==> src/rtl/logic_clock_domain_crossing_pkg.sv <==
// Constants shared by the write and read sides of the generic clock-domain-crossing FIFO.
package logic_clock_domain_crossing_pkg;

    localparam int ALMOST_FULL       = 4;
    localparam int ALMOST_EMPTY      = 2;
    localparam int MIN_ADDRESS_WIDTH = 3;

    // Largest occupancy at which the write side may still raise ready; the margin
    // absorbs the writes already in flight through the registered feedback path.
    function automatic int ready_threshold(input int address_width);
        return (1 << address_width) - 1 - ALMOST_FULL;
    endfunction

endpackage

==> src/rtl/logic_clock_domain_crossing_generic_write.sv <==
// Write side of the generic CDC FIFO: registered write stage, binary write pointer and
// occupancy-based throttling against the read pointer synchronized into rx_aclk.
module logic_clock_domain_crossing_generic_write
    import logic_clock_domain_crossing_pkg::*;
#(
    parameter int DATA_WIDTH    = 1,
    parameter int ADDRESS_WIDTH = 3
) (
    input  logic                     rx_aclk,
    input  logic                     rx_reset,
    input  logic                     rx_tvalid,
    input  logic [DATA_WIDTH-1:0]    rx_tdata,
    output logic                     rx_tready,
    output logic                     write_enable,
    output logic [ADDRESS_WIDTH-1:0] write_pointer,
    output logic [DATA_WIDTH-1:0]    write_data,
    input  logic [ADDRESS_WIDTH-1:0] read_pointer_synced
);

    localparam logic [ADDRESS_WIDTH-1:0] READY_LIMIT =
        ADDRESS_WIDTH'(ready_threshold(ADDRESS_WIDTH));

    generate
        if (ADDRESS_WIDTH < MIN_ADDRESS_WIDTH) begin : g_drc_address_width
            $error("ADDRESS_WIDTH must be at least %0d", MIN_ADDRESS_WIDTH);
        end
    endgenerate

    logic                     r_tready;
    logic                     r_write_enable;
    logic [ADDRESS_WIDTH-1:0] r_write_pointer;
    logic [ADDRESS_WIDTH-1:0] r_difference;
    logic [DATA_WIDTH-1:0]    r_write_data;
    logic                     w_accept;

    assign w_accept = rx_tvalid && r_tready;

    // Occupancy is modulo 2^ADDRESS_WIDTH; capacity stops one short so full never aliases empty.
    always_ff @(posedge rx_aclk) begin
        if (rx_reset) begin
            r_tready        <= 1'b0;
            r_write_enable  <= 1'b0;
            r_write_pointer <= '0;
            r_difference    <= '0;
        end else begin
            r_write_enable <= w_accept;
            if (r_write_enable) begin
                r_write_pointer <= r_write_pointer + ADDRESS_WIDTH'(1);
            end
            r_difference <= r_write_pointer - read_pointer_synced;
            r_tready     <= (r_difference <= READY_LIMIT);
        end
    end

    always_ff @(posedge rx_aclk) begin
        if (w_accept) begin
            r_write_data <= rx_tdata;
        end
    end

    assign rx_tready     = r_tready;
    assign write_enable  = r_write_enable;
    assign write_pointer = r_write_pointer;
    assign write_data    = r_write_data;

`ifdef OVL_ASSERT_ON
    a_no_overflow : assert property (@(posedge rx_aclk) disable iff (rx_reset)
        (r_difference == '1) |=> (r_difference != '0))
        else $error("write-side occupancy overflowed");

    a_no_underflow : assert property (@(posedge rx_aclk) disable iff (rx_reset)
        (r_difference == '0) |=> (r_difference != '1))
        else $error("write-side occupancy underflowed");
`endif

endmodule

==> config.mk <==
export PLATFORM = sky130hd
export DESIGN_NAME = logic_clock_domain_crossing_generic_write
export DESIGN_NICKNAME = d
export VERILOG_FILES = /design/src/rtl/logic_clock_domain_crossing_pkg.sv /design/src/rtl/logic_clock_domain_crossing_generic_write.sv
export SDC_FILE = /design/constraint.sdc
export NUM_CORES = 1
export LEC_CHECK = 0
export CAP_MARGIN = 20
export CORE_AREA = 5 5 42 44
export DETAILED_ROUTE_END_ITERATION = 16
export DIE_AREA = 0 0 47 49
export GPL_TIMING_DRIVEN = 0
export SYNTH_ARGS = -nofsm -noshare
export SYNTH_HDL_FRONTEND = slang
export SYNTH_SLANG_ARGS = --single-unit
export TNS_END_PERCENT = 20
==> constraint.sdc <==
create_clock -name rx_aclk -period 2.9 [get_ports rx_aclk]
set_input_delay 0.58 -clock rx_aclk [delete_from_list [all_inputs] [get_ports rx_aclk]]
set_output_delay 0.58 -clock rx_aclk [all_outputs]
set_load 0.1 [all_outputs]
Word-level counts from Yosys, hierarchy flattened
Cells that the tools add are included.
{"block": "word_totals", "ff_bits": 9, "wordCells": 9}
{"block": "op_classes", "add_sub_neg": 2, "n_lt_le_gt_ge": 1, "reduce_logical": 1}
{"op": "3-bit by 1-bit adder with 3-bit output (second input constant)", "n": 1}
{"op": "3-bit by 2-bit <= comparator with 1-bit output (second input constant)", "n": 1}
{"op": "3-bit subtractor", "n": 1}
{"op": "1-bit logical AND", "n": 1}

Longest topological paths before layout
Gate-level depths: netlist of the first run.
{"block": "depth", "depth_word": 1, "depth_mapped": 5, "ltp_nobuf": 5}

Least setup slack after synthesis of the first run
Ideal clock, no wire load.
{"block": "synth_timing", "path_type": "register -> register", "from": "reg r_write_pointer[0] (netlist: write_pointer[0])", "to": "reg r_difference[2]", "setup_slack_ns": 0.743, "t_required_ns": 2.836, "synth_period_minus_slack_ns": 2.157, "setup_time_ns": 0.064, "arrival_ns": 2.092, "stages_incl_launch_ff": 6, "cell_sequence": "dfxtp_1 -> inv_1 -> ha_1 -> fa_1 -> xnor3_1 -> nor2_1"}
{"block": "synth_between", "elab_chain_len": 1}
{"element": "start, declared", "line": "logic_clock_domain_crossing_generic_write.sv:31", "text": "logic [ADDRESS_WIDTH-1:0] r_write_pointer;"}
{"element": "start signal, assigned", "line": "logic_clock_domain_crossing_generic_write.sv:48", "text": "r_write_pointer <= r_write_pointer + ADDRESS_WIDTH'(1);"}
{"element": "3-bit subtractor", "line": "logic_clock_domain_crossing_generic_write.sv:50", "text": "r_difference <= r_write_pointer - read_pointer_synced;"}
{"element": "end signal, assigned", "line": "logic_clock_domain_crossing_generic_write.sv:50"}
{"element": "end, declared", "line": "logic_clock_domain_crossing_generic_write.sv:32", "text": "logic [ADDRESS_WIDTH-1:0] r_difference;"}
No other way between the ends.
A chain may end at the register's enable or synchronous reset.

Final worst setup path of the first run
{"block": "layout_timing", "from": "reg r_write_enable (netlist: write_enable)", "to": "out write_enable"}
{"element": "start, declared", "line": "logic_clock_domain_crossing_generic_write.sv:30", "text": "logic r_write_enable;"}
{"element": "start signal, assigned", "line": "logic_clock_domain_crossing_generic_write.sv:46", "text": "r_write_enable <= w_accept;"}
{"element": "end, declared", "line": "logic_clock_domain_crossing_generic_write.sv:14", "text": "output logic write_enable,"}
No word-level cell between the ends.

==> summary.md, run 1 <==
| Metric | Value |
|---|---|
| Leakage power | `about 0.18 nW` |
| Final antenna diode count | `0` |
| Area of the mapped netlist | `roughly 300 um^2` |
| RSZ-0062 raised after global routing | `no` |
| Number of nets in the final layout | `51` |
| Setup Skew | `2.182 ps` |
| Syn Inst Count | `25` |
| Starting Density | `between 20% and 30%` |
| Total setup violations reported at the end of the flow | `0` |
| Die Y | `49 um` |
| Cell family with most CP delay | `buffers and inverters` |
| Final worst path period need | `2409 ps` |
| Min-Delay Startpoint | `r_difference[2]` |
| Proportion of synthesized chip area in sequential cells | `between 50% and 60%` |
| Final hold viol count | `0` |
| Worst Setup Path Type | `reg -> out` |
| Area of the die | `roughly 2300 um^2` |
| Via count of the routed design | `213` |
| Core outline area | `about 1400 um^2` |
| Synthesized Nets | `35` |
| Worst voltage drop across the vdd grid | `247.4 uV` |
| Number of distinct library cells after synthesis | `15` |
| Most common library cell in the layout ignoring fill and taps | `clkdlybuf4s50_1` |
| Maximum fanout along the worst path | `5` |
| Endpoint kind of the worst setup timing path | `output pin` |
| Crit Reg-Reg Startpoint | `write_pointer[0]` |
| Worst setup path startpoint | `write_enable` |
| Commonest cells after routing, fill and taps aside | `clkdlybuf4s50_1 (11), dfxtp_1 (6), nor2_1 (4), clkbuf_4 (3)` |
| Starting DRT DRC Count | `0` |
| Number of antenna violations at the first check in global routing | `0` |
| Post-route setup TNS | `0 ps` |
| Worst Hold Slack | `around 390 ps` |
| GP Congestion | `0.5629` |
| Post-CTS Setup Inserts | `0` |
| Delay contributed by the slowest stage of the critical path | `roughly 1200 ps` |
| DRC violation count after routing | `0` |
| Final WL | `between 400 and 500 um` |
| Cell Chain, Critical Path | `clkdlybuf4s50_1` |
| Latest clock arrival within the worst-skew pair | `approximately 250 ps` |
| Startpoint Class | `flop` |
| CTS resizes | `0` |
| Number of storage elements in the synthesis netlist | `7` |
| Number of iterations in the first detailed-routing pass | `1` |
| Area growth from synthesis to layout | `52.94%` |
| Post-detailed-route via-to-cell ratio | `3.804` |
| Overall fraction of global-route tracks in use | `5.308%` |
| Period utilisation layout | `83.06%` |
| Result of the run | `completed` |
| Number of buffers inserted by hold repair at cts | `0` |
| First-pass GRT wire length | `slightly above 800 um` |
| Power density cells | `roughly 530 nW/um^2` |
| Worst path slowest cell | `clkdlybuf4s50_1` |
| Horizontal die dimension | `between 40 and 50 um` |
| GRT Residual Overflow | `0` |
| Vias in the first global route | `~240` |
| Count of input and output buffers | `11` |
| Arrival time of the worst setup path | `1830 ps` |
| Io pins | `13` |
| Max capacitance violation total | `0` |
| Clock edge transition at the registers on the reported setup and hold paths | `50 ps` |
| Master cell of the clock root buffer | `clkbuf_4` |
| Syn Area/Cell | `roughly 12 um^2` |
| Number of rows created at floorplan | `14` |
| Hold crit path type | `reg -> reg` |
| Relative max-transition margin | `34.97%` |
| Yosys warnings | `0` |
| Number of buffers on the longest clock path | `2` |
| Buf+Inv Stages, Crit Path | `1` |
| H-tree depth reported by CTS | `1` |
| Slew Viols, Final | `0` |
| Worst-Margin Slew | `~970 ps` |
| Number of antenna-violating nets in the routed design | `0` |
| WL/cell | `around 8.5 um` |
| CTS tree | `built` |
| Sink count of the clock tree | `7` |
| Highest clock rate | `approximately 420 MHz` |
| CTS buffer count | `3` |
| Maximum number of pins on one net before global-route repair | `7` |
| Worst endpoint required time | `~2300 ps` |
| Layout cell share with drive strength beyond 1 | `between 10% and 20%` |
final cells by class:
class	instances	area [um^2]
flip-flops and latches	7	150.1
plain buffers	1	3.754
multi-input cells	15	136.4
well taps	16	20.02
repair buffers	11	110.1
fillers	161	945.9
clock inverters	1	5.005
clock buffers	3	22.52
inverters	2	7.507
where the power goes:
part | leakage [nW] | internal, mW | switching [mW]
Combinational | 0.108 | 0.0174 | 0.0315
Clock | 0.0177 | 0.0503 | 0.0363
Sequential | 0.0585 | 0.103 | 0.00283
state kept, by name, indices dropped and copies added (netlist names):
signal and count:
rx_tready 1, r_difference 1, write_data 1, write_pointer 3, write_enable 1
metal layers:
metal / up-vias / track usage (%) / routed length (um)
li1: 108 / - / -
met2: 9 / 7.240 / 218
met1: 96 / 5.357 / 191
met3: 0 / 2.583 / 66
met4: 0 / 5.530 / 0
met5: - / 0 / 0
through the flow:
step                total power [mW]  instance area, um^2  util (%)  cells  worst slack, ps
finish                        0.2418                455.4     32.50     56            491.1
global route                  0.2560                455.4     32.50     56            427.8
CTS                           0.2497                455.4     32.50     56            457.2
detailed placement            0.1576                427.9     30.54     52            739.6
global placement              0.1575                427.9     30.54     52            738.4
floorplan                     0.1424                297.8         -     25            743.3
logic make-up after synthesis:
group	Yosys count	share of synthesized area [%]
adder cells (fa/ha/maj)	3	15.12
AO/OA/AOI/OAI	2	5.041
multiplexers	1	3.361
XOR/XNOR	2	10.50
flip-flops	7	50.42
buffers and inverters	3	3.781
AND/OR/NAND/NOR	7	11.77
synthesized netlist by cell type:
cell,n,area (um^2)
and2_1,1,6.260
clkbuf_1,1,3.750
dfxtp_1,6,120.1
inv_1,2,7.510
edfxtp_1,1,30.03
ha_1,2,25.02
mux2i_1,1,10.01
a21bo_2,1,10.01
xnor3_1,1,22.52
nand3b_1,1,7.510
nor2b_1,1,6.260
nor2_1,4,15.01
a21oi_1,1,5.000
xnor2_1,1,8.760
fa_1,1,20.02
final timing paths:
check	to	slack (ps)	cells after the start
setup reg to reg	r_difference[2]	1390	5
setup / recovery	write_enable	490	1
hold reg to reg	rx_tready	390	1
hold / removal	rx_tready	390	1
(Power assumes the default switching activity.)
==> run 2, diff against run 1 <==
Clock period 2.9 ns to 2.5 ns, I/O delays scaled along.
==> results of run 2 <==
The final DEF is identical to that of run 1. Status: completed.
Main changes from that run: setup slack after placement 739.6 ps -> 419.6 ps; setup slack after layout 491.1 ps -> 171.1 ps; register-to-register setup slack 1390 ps -> 990 ps; total power 0.2418 mW -> 0.2805 mW; worst IR drop on VDD 247.4 uV -> 287.0 uV
==> run 3, diff against run 2 <==
Settings changed: GPL_ROUTABILITY_DRIVEN set to 0.
==> results of run 3 <==
The final DEF is identical to that of run 1. Status: completed.
Main changes from that run: setup slack after placement 739.6 ps -> 419.6 ps; setup slack after layout 491.1 ps -> 171.1 ps; register-to-register setup slack 1390 ps -> 990 ps; total power 0.2418 mW -> 0.2805 mW; worst IR drop on VDD 247.4 uV -> 287.0 uV
